==> config.mk <==
export PLATFORM = sky130hd
export DESIGN_NAME = uart_receiver
export DESIGN_NICKNAME = d
export VERILOG_FILES = /design/src/rtl/uart_pkg.sv /design/src/rtl/uart_baud_tick.sv /design/src/rtl/uart_receiver.sv
export SDC_FILE = /design/constraint.sdc
export NUM_CORES = 1
export LEC_CHECK = 0
export BUFFER_PORTS_ARGS = -buffer_cell sky130_fd_sc_hd__clkbuf_2
export CORE_UTILIZATION = 30
export DETAILED_ROUTE_END_ITERATION = 10
export PLACE_DENSITY_LB_ADDON = 0.12
export SKIP_LAST_GASP = 1
export SYNTH_ARGS = -nofsm -noshare
export SYNTH_HDL_FRONTEND = slang
export SYNTH_SLANG_ARGS = --single-unit
==> constraint.sdc <==
create_clock -name clk -period 8.79 [get_ports clk]
set_input_delay 0.4395 -clock clk [delete_from_list [all_inputs] [get_ports clk]]
set_output_delay 0.4395 -clock clk [all_outputs]
set_load 0.05 [all_outputs]
==> src/rtl/uart_pkg.sv <==
// rtl/uart_pkg.sv - shared types and constants for the UART receive path
//
// Purpose: receiver FSM state encoding, frame width and default oversampling ratio.
// Ports:   none (package).
package uart_pkg;

    typedef enum logic [2:0] {
        IDLE,
        START,
        DATA,
        PARITY,
        STOP
    } uart_rx_state_t;

    localparam int DATA_BITS  = 8;
    localparam int OVERSAMPLE = 16;

endpackage

==> src/rtl/uart_baud_tick.sv <==
// rtl/uart_baud_tick.sv - fractional accumulator producing oversample ticks
//
// Purpose: emits tick at an average rate of baud_rate*OVERSAMPLE per second from clk,
//          without a divider. The accumulator runs freely and is never realigned.
// Ports:
//   clk            in   system clock
//   rst            in   asynchronous active-low reset
//   baud_rate      in   32-bit bits per second
//   clk_frequency  in   32-bit clk frequency in Hz
//   tick           out  one-clk oversample strobe (combinational from acc)
module uart_baud_tick #(
    parameter int OVERSAMPLE = 16,
    parameter int ACC_W      = 36
) (
    input  logic        clk,
    input  logic        rst,
    input  logic [31:0] baud_rate,
    input  logic [31:0] clk_frequency,
    output logic        tick
);

    logic [ACC_W-1:0] acc;
    logic [ACC_W-1:0] inc;
    logic [ACC_W:0]   sum;
    logic [ACC_W:0]   freq_ext;

    always_comb begin
        inc      = ACC_W'(baud_rate) * ACC_W'(OVERSAMPLE);
        sum      = {1'b0, acc} + {1'b0, inc};
        freq_ext = (ACC_W + 1)'(clk_frequency);
        tick     = (sum >= freq_ext);
    end

    always_ff @(posedge clk or negedge rst) begin
        if (!rst) begin
            acc <= '0;
        end else if (tick) begin
            acc <= ACC_W'(sum - freq_ext);
        end else begin
            acc <= ACC_W'(sum);
        end
    end

endmodule

==> src/rtl/uart_receiver.sv <==
// rtl/uart_receiver.sv - UART receive path (8N1, or 8E1 when UART_RX_PARITY_EN is defined)
//
// Purpose: synchronises rx, deframes LSB-first bytes on oversample ticks, holds the last
//          byte for the core and reports framing / overrun (and parity) status.
// Configuration macro: UART_RX_PARITY_EN adds the even-parity bit and parity_error.
// Ports:
//   clk, rst       in   clock, asynchronous active-low reset
//   rx             in   serial line, idle high, asynchronous to clk
//   baud_rate      in   32-bit bits per second
//   clk_frequency  in   32-bit clk frequency in Hz
//   read_ack       in   one-clk pulse, core consumed rx_data
//   rx_data        out  last received byte
//   outValid       out  one-clk pulse when rx_data updates
//   read_ready     out  unread byte held
//   rx_busy        out  frame in progress
//   frame_error    out  stop bit of last frame sampled low
//   parity_error   out  parity of last frame wrong (UART_RX_PARITY_EN only)
//   overrun        out  sticky, byte loaded while previous still unread
module uart_receiver
    import uart_pkg::*;
#(
    parameter int OVERSAMPLE  = 16,
    parameter int SYNC_STAGES = 2
) (
    input  logic                 clk,
    input  logic                 rst,
    input  logic                 rx,
    input  logic [31:0]          baud_rate,
    input  logic [31:0]          clk_frequency,
    input  logic                 read_ack,
    output logic [DATA_BITS-1:0] rx_data,
    output logic                 outValid,
    output logic                 read_ready,
    output logic                 rx_busy,
    output logic                 frame_error,
`ifdef UART_RX_PARITY_EN
    output logic                 parity_error,
`endif
    output logic                 overrun
);

    localparam int SAMP_W = $clog2(OVERSAMPLE);
    localparam int BIT_W  = $clog2(DATA_BITS);
    localparam logic [SAMP_W-1:0] MID_CNT  = SAMP_W'(OVERSAMPLE / 2 - 1);
    localparam logic [SAMP_W-1:0] LAST_CNT = SAMP_W'(OVERSAMPLE - 1);
    localparam logic [BIT_W-1:0]  LAST_BIT = BIT_W'(DATA_BITS - 1);

    logic                   tick;
    logic [SYNC_STAGES-1:0] sync;
    logic                   rx_s;

    uart_rx_state_t         state, state_next;
    logic [SAMP_W-1:0]      samp_cnt, samp_next;
    logic [BIT_W-1:0]       bit_cnt, bit_next;
    logic [DATA_BITS-1:0]   shreg, shreg_next;
    logic                   armed, armed_next;
    logic                   load;
`ifdef UART_RX_PARITY_EN
    logic                   par_bit, par_next;
`endif

    uart_baud_tick #(
        .OVERSAMPLE (OVERSAMPLE)
    ) u_baud_tick (
        .clk           (clk),
        .rst           (rst),
        .baud_rate     (baud_rate),
        .clk_frequency (clk_frequency),
        .tick          (tick)
    );

    // Sync chain resets to 1 so reset release never looks like a start edge.
    always_ff @(posedge clk or negedge rst) begin
        if (!rst) begin
            sync <= '1;
        end else begin
            sync <= {sync[SYNC_STAGES-2:0], rx};
        end
    end

    assign rx_s    = sync[SYNC_STAGES-1];
    assign rx_busy = (state != IDLE);

    // After START the counter restarts at the start-bit centre, so every later
    // centre sample falls on a full bit period (LAST_CNT).
    always_comb begin
        state_next = state;
        samp_next  = samp_cnt;
        bit_next   = bit_cnt;
        shreg_next = shreg;
        armed_next = armed;
        load       = 1'b0;
`ifdef UART_RX_PARITY_EN
        par_next   = par_bit;
`endif
        case (state)
            IDLE: begin
                // Only a high-to-low transition starts a frame; a line stuck low
                // after a framing error stays disarmed until it returns high.
                if (rx_s) begin
                    armed_next = 1'b1;
                end else if (armed) begin
                    state_next = START;
                    samp_next  = '0;
                    armed_next = 1'b0;
                end
            end
            START: begin
                if (tick) begin
                    if (samp_cnt == MID_CNT) begin
                        samp_next = '0;
                        if (!rx_s) begin
                            state_next = DATA;
                            bit_next   = '0;
                        end else begin
                            state_next = IDLE;
                        end
                    end else begin
                        samp_next = samp_cnt + 1'b1;
                    end
                end
            end
            DATA: begin
                if (tick) begin
                    if (samp_cnt == LAST_CNT) begin
                        samp_next  = '0;
                        shreg_next = {rx_s, shreg[DATA_BITS-1:1]};
                        bit_next   = bit_cnt + 1'b1;
                        if (bit_cnt == LAST_BIT) begin
`ifdef UART_RX_PARITY_EN
                            state_next = PARITY;
`else
                            state_next = STOP;
`endif
                        end
                    end else begin
                        samp_next = samp_cnt + 1'b1;
                    end
                end
            end
`ifdef UART_RX_PARITY_EN
            PARITY: begin
                if (tick) begin
                    if (samp_cnt == LAST_CNT) begin
                        samp_next  = '0;
                        par_next   = rx_s;
                        state_next = STOP;
                    end else begin
                        samp_next = samp_cnt + 1'b1;
                    end
                end
            end
`endif
            STOP: begin
                if (tick) begin
                    if (samp_cnt == LAST_CNT) begin
                        samp_next  = '0;
                        load       = 1'b1;
                        state_next = IDLE;
                    end else begin
                        samp_next = samp_cnt + 1'b1;
                    end
                end
            end
            default: begin
                state_next = IDLE;
            end
        endcase
    end

    always_ff @(posedge clk or negedge rst) begin
        if (!rst) begin
            state    <= IDLE;
            samp_cnt <= '0;
            bit_cnt  <= '0;
            shreg    <= '0;
            armed    <= 1'b0;
`ifdef UART_RX_PARITY_EN
            par_bit  <= 1'b0;
`endif
        end else begin
            state    <= state_next;
            samp_cnt <= samp_next;
            bit_cnt  <= bit_next;
            shreg    <= shreg_next;
            armed    <= armed_next;
`ifdef UART_RX_PARITY_EN
            par_bit  <= par_next;
`endif
        end
    end

    // A load always wins over read_ack: an ack in the load cycle consumes the old
    // byte, so the new one stays pending and no overrun is flagged.
    always_ff @(posedge clk or negedge rst) begin
        if (!rst) begin
            rx_data      <= '0;
            outValid     <= 1'b0;
            read_ready   <= 1'b0;
            frame_error  <= 1'b0;
            overrun      <= 1'b0;
`ifdef UART_RX_PARITY_EN
            parity_error <= 1'b0;
`endif
        end else begin
            outValid <= load;
            if (load) begin
                rx_data     <= shreg;
                frame_error <= ~rx_s;
                read_ready  <= 1'b1;
                if (read_ready && !read_ack) begin
                    overrun <= 1'b1;
                end
`ifdef UART_RX_PARITY_EN
                parity_error <= ^{shreg, par_bit};
`endif
            end else if (read_ack) begin
                read_ready <= 1'b0;
                overrun    <= 1'b0;
            end
        end
    end

endmodule
# Word-level counts from Yosys, hierarchy flattened
# Cells that the tools add are included.
# word_totals
register_bits	69
output_inout_bits	13
# op_classes
add_sub_neg	4
n_lt_le_gt_ge	1
eq_ne	18
n_mux	33
bitwise	1
reduce_logical	13
# op_table
operator	count
$mux W3	14
$add A36 B36 Y37	1
$ge A37 B32 Y1	1
$mux W36	1
$sub A36 B32 Y36	1
$mux W4	6
$ne A2 B2 Y1 const B	10
$pmux W3 S4	1
$pmux W4 S3	1
$reduce_and A9 Y1	1
$mux W1	8
$eq A3 B3 Y1 const B	2
$pmux W3 S2	1
$reduce_and A6 Y1	1
$reduce_bool A3 Y1	2
$reduce_and A5 Y1	1
$add A4 B1 Y4 const B	1
$eq A4 B3 Y1 const B	1
$eq A4 B4 Y1 const B	1
$ne A2 B1 Y1 const B	2
$reduce_bool A2 Y1	2
$add A3 B1 Y3 const B	1
$eq A3 B1 Y1 const B	1
$eq A3 B2 Y1 const B	1
other kinds (8)	8

# Logic depth before layout (Yosys ltp)
# Gate-level depths: netlist of the first run.
# depth
word_depth	6
mapped_depth	24

# Hierarchy
# From an unflattened synthesis of the first run, not the netlist that was laid out.
# hier_totals
cells_unflattened	741
area_unflattened_um2	6585.1
# by_module_without_submodules
mod	instances	cells_per_inst	area_each_um2	seq_area_each_um2
uart_baud_tick	1	595	5029.8	900.9
uart_receiver	1	146	1555.2	828.3

# Least setup slack after synthesis of the first run
# Ideal clock, no wire load.
# synth_timing
path_type	input port to flip-flop
from	input baud_rate[0]
to	register bit_cnt[0]
t_arrival_ps	5110
slack_ps	3555
cell_stages	23
path_buffers	1
path_cell_list	ha_1 inv_1 fa_1 nand2b_1 a21oi_2 o211ai_4 a2111o_1 or2b_1 a21oi_1 o21ai_0 xor2_1 ha_1 nand3_1 and4b_1 nand4b_1 a211o_1 a21o_1 o311ai_0 nor3b_1 and2_1 buf_6 or4_4 mux2_4
# synth_via
elab_chain_len	4
word_cells_on_any_way	5
# synth_lines
element	line	text
from (decl)	uart_receiver.sv:28	input logic [31:0] baud_rate,
$add A36 B36 Y37 (*)	uart_baud_tick.sv:29	sum = {1'b0, acc} + {1'b0, inc};
$ge A37 B32 Y1 (*)	uart_baud_tick.sv:31	tick = (sum >= freq_ext);
$ne A2 B2 Y1 (no source line)	-	
$reduce_and A6 Y1 (no source line) (*)	-	
to (signal assigned)	uart_receiver.sv:184	bit_cnt <= bit_next;
to (decl)	uart_receiver.sv:54	logic [BIT_W-1:0] bit_cnt, bit_next;
# Mark *: on every way between the ends. The rest lies on a longest branch, timed or not.
# A chain may end at the register's enable or synchronous reset.

# Final worst setup path of the first run
# layout_timing
from	register u_baud_tick.acc[4]
to	register shreg[0]
# layout_via
elab_chain_len	3
# layout_lines
element	line	text
from (decl)	uart_baud_tick.sv:22	logic [ACC_W-1:0] acc;
from (signal assigned)	uart_baud_tick.sv:38	acc <= ACC_W'(sum - freq_ext);
from (signal assigned)	uart_baud_tick.sv:40	acc <= ACC_W'(sum);
$add A36 B36 Y37	uart_baud_tick.sv:29	
$ge A37 B32 Y1	uart_baud_tick.sv:31	
$reduce_and A3 Y1 (no source line)	-	
to (signal assigned)	uart_receiver.sv:185	shreg <= shreg_next;
to (decl)	uart_receiver.sv:55	logic [DATA_BITS-1:0] shreg, shreg_next;
# No other way between the ends.

==> run summary, run 1 <==
Synth async-reset ratio = 100%
Area delta synth->final = 15.3%
CTS tree = built
Library cells used by synthesis = 79
Data arrival, critical path = 6.50 ns
Kind of critical path = flop to flop
Synthesized cell area = 6200 sq um
CP startpoint kind = flop
Setup TNS = 0 ns
DR iter-0 viols = 359
Largest net degree at the start of global routing = 70
Crit path cell chain = ha_1 > inv_1 > fa_1 > nand2b_1 > a21oi_2 > o211ai_4 > a2111o_1 > or2b_1 > a21oi_1 > o21ai_0 > xor2_1 > ha_1 > nand3_1 > and4b_1 > nand4b_1 > a211o_1 > a21o_1 > o311ai_0 > nor3b_1 > and2_1 > nor3_2 > mux2_2
Die footprint = 21200 sq um
Clk buf depth = 2
Vias in the first global route = 5499
Final core utilization = 35.3%
Slowest stage delay, CP = 0.76 ns
Syn Area/Cell = 8.64 sq um
Ys Warns = 0
R2R Setup Slk = 2.52 ns
Area of the core = 20200 sq um
Row count = 52
Vias = 5436
Crit-path max FO = 25
Clk root buf = clkbuf_16
Mux contribution to synthesized area = 5.63%
WHS = 0.176 ns
CTS Sinks = 69
Hold Crit Start = rx
Unrepaired setup endpoints after global routing = no
Hold Violations, Final = 0
CTS Buf Count = 9
Most used cell, CP = ha_1
Layout cells sized above 1 = 18.5%
WHS Endpoint = sync[0]$_DFF_PN1_
Worst-Margin Slew = 0.970 ns
Worst Hold Depth = 1
Avg WL per Cell = 16.1 um
Status = completed
#FFs+latches synth = 69
Simple-gate share of the synthesized area = 15.1%
Commonest non-fill, non-tap cell in the layout = a21oi_1
Post-synthesis compound-gate area fraction = 24.1%
Crit path time final = 6.27 ns
Hold_buf cts = 0
Mean number of vias per cell = 5.10
R2R Path Start = u_baud_tick.acc[4]$_DFF_PN0_
Fin crit share = 71.3%
Worst R2R End = shreg[0]$_DFFE_PN0P_
Sequential area share after synthesis = 27.9%
Largest family of logic cells by synthesized area = compound AO/OA/AOI/OAI gates
Worst Hold Class = input port to flop
Total grt overflow = 0
Synth Area in Adders = 14.2%
Overall global routing resource usage = 16.9%
Worst skew pair latency = 0.35 ns
Max-slew headroom = 35.4%
Clk slew on worst S/H paths = 0.07 ns
Max Cap Viol = 0
Post-synth EDFFs = 0
Register area = 1730 sq um
Post-Synth XOR/XNOR Area = 8.33%
Residual DRC = 0
Syn nets = 855
Initial antenna violation count = 0
Slowest CP cell = nor3_2
RD Place Congestion = 0.839
Crit path required time = 9.02 ns
Postcts setup bufs = 0
Final antenna diode count = 0
Top-Level Pins = 81
Die Wd = 146 um
Most frequent cells in the layout = a21oi_1 (81), clkbuf_2 (79), ha_1 (67), dfrtp_1 (67), nand2_1 (58)
DRT Pass-1 Iters = 4
Initial Util = 30.6%
# port buffers = 80
Multi-input gate area in the final layout = 4170 sq um
Final WL = 17.2 mm
Post-DRT Antenna Nets = 0
Synth Flop Type = dfrtp_1
Critical Path End Type = flop
Height of the die = 146 um
Reg2reg path depth = 22
Post-Synthesis Cells = 718
Pins Over Slew Limit = 0
H-tree depth = 3
Final #Nets = 928
Setup-failing EPs final = 0
Post-CTS resize count = 0
Final Skew = 0.0117 ns
Global-route wire length before repair = 28.5 mm
HPWL after DPL = 13.6 mm
Fmax = 160 MHz
Filler cell count = 2151
registers in the layout, indices dropped and copies added, names as in the netlist:
name	cells
armed	1
bit_cnt	3
u_baud_tick.acc	36
state	3
sync	2
samp_cnt	4
frame_error	1
rx_data	8
shreg	8
outValid	1
read_ready	1
overrun	1
worst max-delay path, delay by kind of cell (launching register included):
kind / cells / cell delay [ns]
fa+ha+maj: 3 / 0.96
buf+inv: 1 / 0.07
flops: 1 / 0.33
mux: 1 / 0.41
xor+xnor: 1 / 0.13
simple gates: 8 / 2.39
compound gates: 8 / 1.83
area by class of cell:
cell class	count	share of cell area, %
clock inverters	7	0.910
well taps	270	4.73
inverters	56	2.94
clock buffers	9	3.15
repair buffers	81	5.74
flip-flops and latches	69	24.2
multi-input cells	574	58.3
per-stage QoR:
step	instance area (sq um)	setup slack [ns]	std cells
3_3_place_gp	6860	2.44	1050
4_1_cts	7150	2.47	1066
3_5_place_dp	6860	2.27	1050
2_1_floorplan	6200	3.55	718
5_1_grt	7150	1.99	1066
6_report	7150	2.52	1066
routing by layer:
metal / up-vias / track usage [%] / part of all wire, % / routed length (um)
li1: 2746 / - / - / -
met1: 2566 / 22.9 / 48 / 8190
met3: 19 / 2.85 / 4.2 / 721
met5: - / 0 / 0 / 0
met2: 105 / 27.1 / 46 / 7960
met4: 0 / 5.42 / 1.8 / 301
synthesized netlist by cell type, types with 6 or more instances:
| library cell | instances | area, sq um |
|---|---|---|
| xnor2_1 | 36 | 315 |
| nand2_1 | 58 | 218 |
| a21oi_1 | 81 | 405 |
| mux2_2 | 25 | 282 |
| o211ai_1 | 8 | 60.1 |
| clkbuf_1 | 9 | 33.8 |
| buf_2 | 6 | 30.0 |
| nand3_1 | 16 | 80.1 |
| nand4_1 | 10 | 62.6 |
| nor3_1 | 9 | 45.0 |
| o21bai_1 | 12 | 90.1 |
| o21ai_0 | 40 | 200 |
| ha_1 | 67 | 838 |
| o21a_1 | 8 | 60.1 |
| and3_1 | 6 | 37.5 |
| a31oi_1 | 6 | 37.5 |
| nor2_1 | 46 | 173 |
| xor2_1 | 23 | 201 |
| nand2b_1 | 9 | 56.3 |
| inv_1 | 56 | 210 |
| dfrtp_1 | 67 | 1680 |
| a21o_1 | 18 | 135 |
logic make-up (layout without fill, tap and decap cells):
kind of cell,after synthesis,count (layout)
AND/OR/NAND/NOR,187,187
AO/OA/AOI/OAI,228,228
multiplexers,31,31
flip-flops,69,69
buffers and inverters,75,153
adder cells (fa/ha/maj),69,69
XOR/XNOR,59,59
how the worst max path moves through the flow:
stage                                 startpoint                     end  slack, ns  cells after the start
floorplan                           baud_rate[0]  bit_cnt[0]$_DFFE_PN0P_       3.55                     23
global placement                    baud_rate[0]    shreg[0]$_DFFE_PN0P_       2.44                     23
detailed placement                  baud_rate[0]    shreg[0]$_DFFE_PN0P_       2.27                     23
CTS                 u_baud_tick.acc[4]$_DFF_PN0_    shreg[0]$_DFFE_PN0P_       2.47                     22
global route        u_baud_tick.acc[8]$_DFF_PN0_    shreg[2]$_DFFE_PN0P_       1.99                     20
finish              u_baud_tick.acc[4]$_DFF_PN0_    shreg[0]$_DFFE_PN0P_       2.52                     22
Power of run 1 is left out: the tool's default activity adds up to more than one toggle a clock period on the data nets, which glitch-free logic cannot reach.
==> inputs of run 2 (changes only) <==
clock period = 5.35 ns   (was 8.79 ns; I/O delays follow)
==> run summary, run 2 (synthesized netlist as in run 1, its figures left out) <==
Crit-path max FO = 4 (-84%)
Largest registers = u_baud_tick.acc x36, rx_data x8, shreg x8
Final setup margin = 0.177 ns (-2.34 ns)
Hold Crit Start = rx
Unrepaired setup endpoints after global routing = no
Global-route wire length before repair = 28.3 mm (-0.77%)
Hold_buf cts = 0 (unchanged)
Max Cap Viol = 0 (unchanged)
Data arrival, critical path = 5.40 ns (-1.10 ns)
Initial antenna violation count = 1 (+1)
Worst skew pair latency = 0.34 ns (about the same)
Residual DRC = 0 (unchanged)
Worst-Margin Slew = 0.955 ns (-0.0144 ns)
CTS tree = built
Area delta synth->final = 18.7%
Most frequent cells in the layout = a21oi_1 (81), clkbuf_2 (79), ha_1 (67), dfrtp_1 (67), nand2_1 (58)
Clk slew on worst S/H paths = 0.07 ns (about the same)
Setup TNS = 0 ns (unchanged)
Row count = 52 (unchanged)
Die Wd = 146 um (unchanged)
Final #Nets = 949 (+2.3%)
Vias in the first global route = 5598 (+1.8%)
R2R Path Start = u_baud_tick.acc[4]$_DFF_PN0_
Post-DRT Antenna Nets = 0 (unchanged)
Height of the die = 146 um (unchanged)
CP startpoint kind = flop
Status = completed
Worst R2R End = bit_cnt[0]$_DFFE_PN0P_
Register area = 1730 sq um (unchanged)
Vias = 5538 (+1.9%)
Setup-failing EPs final = 0 (unchanged)
Hold Violations, Final = 0 (unchanged)
# port buffers = 80 (unchanged)
WHS = 0.00746 ns (-0.168 ns)
Final WL = 17.8 mm (+3.4%)
Top-Level Pins = 81 (unchanged)
Final instance area = 7360 sq um (+3.0%)
Clk root buf = clkbuf_16
DRT Pass-1 Iters = 5 (+1)
Final antenna diode count = 0 (unchanged)
Crit path required time = 5.57 ns (-3.45 ns)
DR iter-0 viols = 330 (-8.1%)
Initial Util = 30.6% (unchanged)
Worst Hold Depth = 1 (unchanged)
H-tree depth = 3 (unchanged)
RD Place Congestion = 0.871 (+3.9%)
CTS Sinks = 69 (unchanged)
Kind of critical path = flop to flop
Max-slew headroom = 36.3% (+0.96 points)
Largest register by flop count = u_baud_tick.acc
Reg2reg path depth = 22 (unchanged)
Critical Path End Type = flop
Multi-input gate area in the final layout = 4200 sq um (+0.72%)
WHS Endpoint = sync[0]$_DFF_PN1_
Final Skew = 0.00923 ns (-0.00245 ns)
Filler cell count = 2102 (-2.3%)
Mean number of vias per cell = 5.09 (about the same)
HPWL after DPL = 14.0 mm (+3.3%)
Worst Hold Class = input port to flop
Clk buf depth = 2 (unchanged)
Largest net degree at the start of global routing = 70 (unchanged)
Layout cells sized above 1 = 21.1% (+2.6 points)
Pre-CTS setup slack = -0.184 ns (-2.46 ns)
CTS Buf Count = 9 (unchanged)
Max reg flops = 36 (unchanged)
Commonest non-fill, non-tap cell in the layout = a21oi_1
Area of the core = 20200 sq um (unchanged)
Pins Over Slew Limit = 0 (unchanged)
Fmax = 193 MHz (+21%)
Crit path time final = 5.17 ns (-1.10 ns)
Die footprint = 21200 sq um (unchanged)
Dpl cell area = 7020 sq um (+2.4%)
Total grt overflow = 0 (unchanged)
Fin crit share = 96.7% (+25 points)
Overall global routing resource usage = 16.7% (-0.13 points)
Avg WL per Cell = 16.3 um (+1.4%)
R2R Setup Slk = 0.18 ns (-2.34 ns)
-- run 2: cell type report --
class	count	share of cell area, %
clock buffer	10	3.11
tap	270	4.59
multi-input combinational	574	57.1
clock inverter	6	1.00
inverter	56	2.86
sequential	69	23.5
timing repair buffer	102	7.89
-- run 2: metal layers --
layer	vias up	global-route usage (%)	share of wire [%]
met3	23	3.13	4.0
met2	124	27.2	46
met5	-	0	0.073
li1	2790	-	-
met1	2599	22.2	48
met4	2	5.63	1.8
-- run 2: worst max-delay path by stage --
stage	startpoint	to	slack [ns]	cells past startpoint
after floorplan	u_baud_tick.acc[4]$_DFF_PN0_	bit_cnt[0]$_DFFE_PN0P_	0.25	23
after global placement	baud_rate[0]	bit_cnt[0]$_DFFE_PN0P_	0.03	23
after detailed placement	baud_rate[0]	bit_cnt[0]$_DFFE_PN0P_	-0.18	23
after CTS	u_baud_tick.acc[4]$_DFF_PN0_	bit_cnt[0]$_DFFE_PN0P_	0.005	22
after global routing	u_baud_tick.acc[4]$_DFF_PN0_	bit_cnt[0]$_DFFE_PN0P_	0.02	22
final	u_baud_tick.acc[4]$_DFF_PN0_	bit_cnt[0]$_DFFE_PN0P_	0.18	22
-- run 2: stage by stage --
step	util, %	cells
after global placement	34.7	1070
after floorplan	-	718
final	36.4	1087
after CTS	36.2	1086
after global routing	36.4	1087
after detailed placement	34.7	1070
-- run 2: repair_timing --
action	4_1_cts	5_1_grt
buffers inserted	0	1
endpoints found under the setup margin	13	30
gates resized for setup	3	6
cloned	0	0
pin swaps	3	5
-- run 2: critical path, stage by stage, from the launching register on --
cell	delay, ns
dfrtp_1	0.32
ha_1	0.17
inv_1	0.07
fa_2	0.36
nand2b_4	0.16
a21oi_4	0.19
o211ai_4	0.12
a2111o_1	0.47
or2b_1	0.19
a21oi_1	0.09
o21ai_1	0.18
xor2_1	0.27
ha_1	0.21
nand3_2	0.11
and4b_1	0.28
nand4b_1	0.14
a211o_1	0.32
a21o_1	0.16
o311ai_1	0.14
nor3b_2	0.12
and2_4	0.19
or4_4	0.52
mux2_4	0.27
Power of run 2 is left out for the same reason.
==> inputs of run 3 (changes only) <==
RECOVER_POWER = 100   (was default)
==> run summary, run 3 (synthesized netlist as in run 1, its figures left out) <==
WHS = 0.00865 ns (+0.00119 ns)
Worst Hold Class = input port to flop
Crit path required time = 5.57 ns (about the same)
Max Cap Viol = 1 (+1)
Worst-Margin Slew = 4.01 ns (+3.05 ns)
Data arrival, critical path = 5.36 ns (-0.04 ns)
Largest registers = u_baud_tick.acc x36, rx_data x8, shreg x8
Initial antenna violation count = 1 (unchanged)
Max reg flops = 36 (unchanged)
Area of the core = 20200 sq um (unchanged)
Top-Level Pins = 81 (unchanged)
Critical Path End Type = flop
Final #Nets = 949 (unchanged)
Setup TNS = 0 ns (unchanged)
CP Buf/Inv Count = 1 (unchanged)
Fmax = 195 MHz (+0.65%)
Hold Violations, Final = 0 (unchanged)
R2R Path Start = u_baud_tick.acc[4]$_DFF_PN0_
Final Skew = 0.00950 ns (+0.000263 ns)
Kind of critical path = flop to flop
Failing checks = capacitance limit, slew limit
Max-slew headroom = -167% (-200 points)
Row count = 52 (unchanged)
Reg2reg path depth = 22 (unchanged)
CTS tree = built
Vias in the first global route = 5598 (unchanged)
Dpl cell area = 7020 sq um (unchanged)
Slowest CP cell = or4_4
Most used cell, CP = ha_1
Most frequent cells in the layout = a21oi_1 (81), clkbuf_2 (68), ha_1 (67), dfrtp_1 (67), nand2_1 (58)
H-tree depth = 3 (unchanged)
CTS Sinks = 69 (unchanged)
RD Place Congestion = 0.871 (unchanged)
Global-route wire length before repair = 28.3 mm (unchanged)
Clk buf depth = 2 (unchanged)
Largest net degree at the start of global routing = 70 (unchanged)
Unrepaired setup endpoints after global routing = no
Worst skew pair latency = 0.34 ns (about the same)
Vias = 5558 (+0.36%)
Slowest stage delay, CP = 0.53 ns (about the same)
WHS Endpoint = sync[0]$_DFF_PN1_
Hold Crit Start = rx
DRT Pass-1 Iters = 5 (unchanged)
Area delta synth->final = 18.3%
Worst R2R End = bit_cnt[0]$_DFFE_PN0P_
Overall global routing resource usage = 16.7% (unchanged)
Clk root buf = clkbuf_16
Final antenna diode count = 0 (unchanged)
Height of the die = 146 um (unchanged)
Setup-failing EPs final = 0 (unchanged)
Largest register by flop count = u_baud_tick.acc
Crit path time final = 5.14 ns (-0.0333 ns)
CP delay by family, top = simple AND/OR/NAND/NOR gates
R2R Setup Slk = 0.21 ns (+0.03 ns)
Post-DRT Antenna Nets = 0 (unchanged)
DR iter-0 viols = 320 (-3.0%)
# port buffers = 80 (unchanged)
Mean number of vias per cell = 5.11 (+0.36%)
CTS Buf Count = 9 (unchanged)
Final instance area = 7330 sq um (-0.39%)
Die Wd = 146 um (unchanged)
Pins Over Slew Limit = 70 (+70)
Die footprint = 21200 sq um (unchanged)
HPWL after DPL = 14.0 mm (unchanged)
Final WL = 17.8 mm (about the same)
Hold_buf cts = 0 (unchanged)
Crit path cell chain = ha_1 > inv_1 > fa_2 > nand2b_4 > a21oi_4 > o211ai_4 > a2111o_1 > or2b_1 > a21oi_1 > o21ai_1 > xor2_1 > ha_1 > nand3_2 > and4b_1 > nand4b_1 > a211o_1 > a21o_1 > o311ai_1 > nor3b_2 > and2_4 > or4_4 > mux2_4
Commonest non-fill, non-tap cell in the layout = a21oi_1
Status = finished, violations left
Total grt overflow = 0 (unchanged)
Fin crit share = 96.1% (-0.62 points)
Residual DRC = 0 (unchanged)
Initial Util = 30.6% (unchanged)
CP startpoint kind = flop
Crit-path max FO = 4 (unchanged)
Worst Hold Depth = 1 (unchanged)
Avg WL per Cell = 16.3 um (about the same)
Clk slew on worst S/H paths = 0.07 ns (about the same)
Layout cells sized above 1 = 19.1% (-2.0 points)
Final core utilization = 36.2% (-0.14 points)
## run 3: changes by cell type in the layout (fill, tap and decap cells not counted), sizes merged
cell and delta:
buf -6, clkbuf +6
## run 3: timing repair
item	in CTS	in global routing
endpoints found under the setup margin	13	30
pin swaps	3	5
gates resized for setup	3	6
buffers inserted	0	1
## run 3: layout make-up
class	count	area [sq um]
timing repair buffer	102	552
multi-input combinational	574	4200
clock buffer	10	229
tap	270	338
inverter	56	210
fill	2107	12900
clock inverter	6	73.8
sequential	69	1730
## run 3: stage by stage
step | setup slack (ns) | cells
detailed placement | -0.184 | 1070
global placement | 0.0305 | 1070
finish | 0.210 | 1087
floorplan | 0.246 | 718
global route | 0.0120 | 1087
CTS | 0.00512 | 1086
## run 3: layer usage
| metal | GRT usage (%) | vias up | wire (um) |
|---|---|---|---|
| met1 | 22.2 | 2597 | 8520 |
| met2 | 27.2 | 140 | 8180 |
| met4 | 5.63 | 2 | 329 |
| met3 | 3.13 | 29 | 723 |
| li1 | - | 2790 | - |
| met5 | 0 | - | 13 |
## run 3: worst register-to-register path, cell delays in order (launching register included)
cell      delay (ns)
dfrtp_1         0.32
ha_1            0.17
inv_1           0.07
fa_2            0.36
nand2b_4        0.16
a21oi_4         0.19
o211ai_4        0.12
a2111o_1        0.46
or2b_1          0.19
a21oi_1         0.09
o21ai_1         0.16
xor2_1          0.27
ha_1            0.21
nand3_2         0.11
and4b_1         0.28
nand4b_1        0.14
a211o_1         0.32
a21o_1          0.16
o311ai_1        0.14
nor3b_2         0.12
and2_4          0.19
or4_4           0.53
mux2_4          0.27
## run 3: how the worst max path moves through the flow
| stage | startpoint | cells past startpoint | end | slack [ns] |
|---|---|---|---|---|
| 2_1_floorplan | u_baud_tick.acc[4]$_DFF_PN0_ | 23 | bit_cnt[0]$_DFFE_PN0P_ | 0.25 |
| 5_1_grt | u_baud_tick.acc[4]$_DFF_PN0_ | 22 | bit_cnt[0]$_DFFE_PN0P_ | 0.01 |
| 6_report | u_baud_tick.acc[4]$_DFF_PN0_ | 22 | bit_cnt[0]$_DFFE_PN0P_ | 0.21 |
| 3_3_place_gp | baud_rate[0] | 23 | bit_cnt[0]$_DFFE_PN0P_ | 0.03 |
| 4_1_cts | u_baud_tick.acc[4]$_DFF_PN0_ | 22 | bit_cnt[0]$_DFFE_PN0P_ | 0.005 |
| 3_5_place_dp | baud_rate[0] | 23 | bit_cnt[0]$_DFFE_PN0P_ | -0.18 |
Power of run 3 is left out for the same reason.
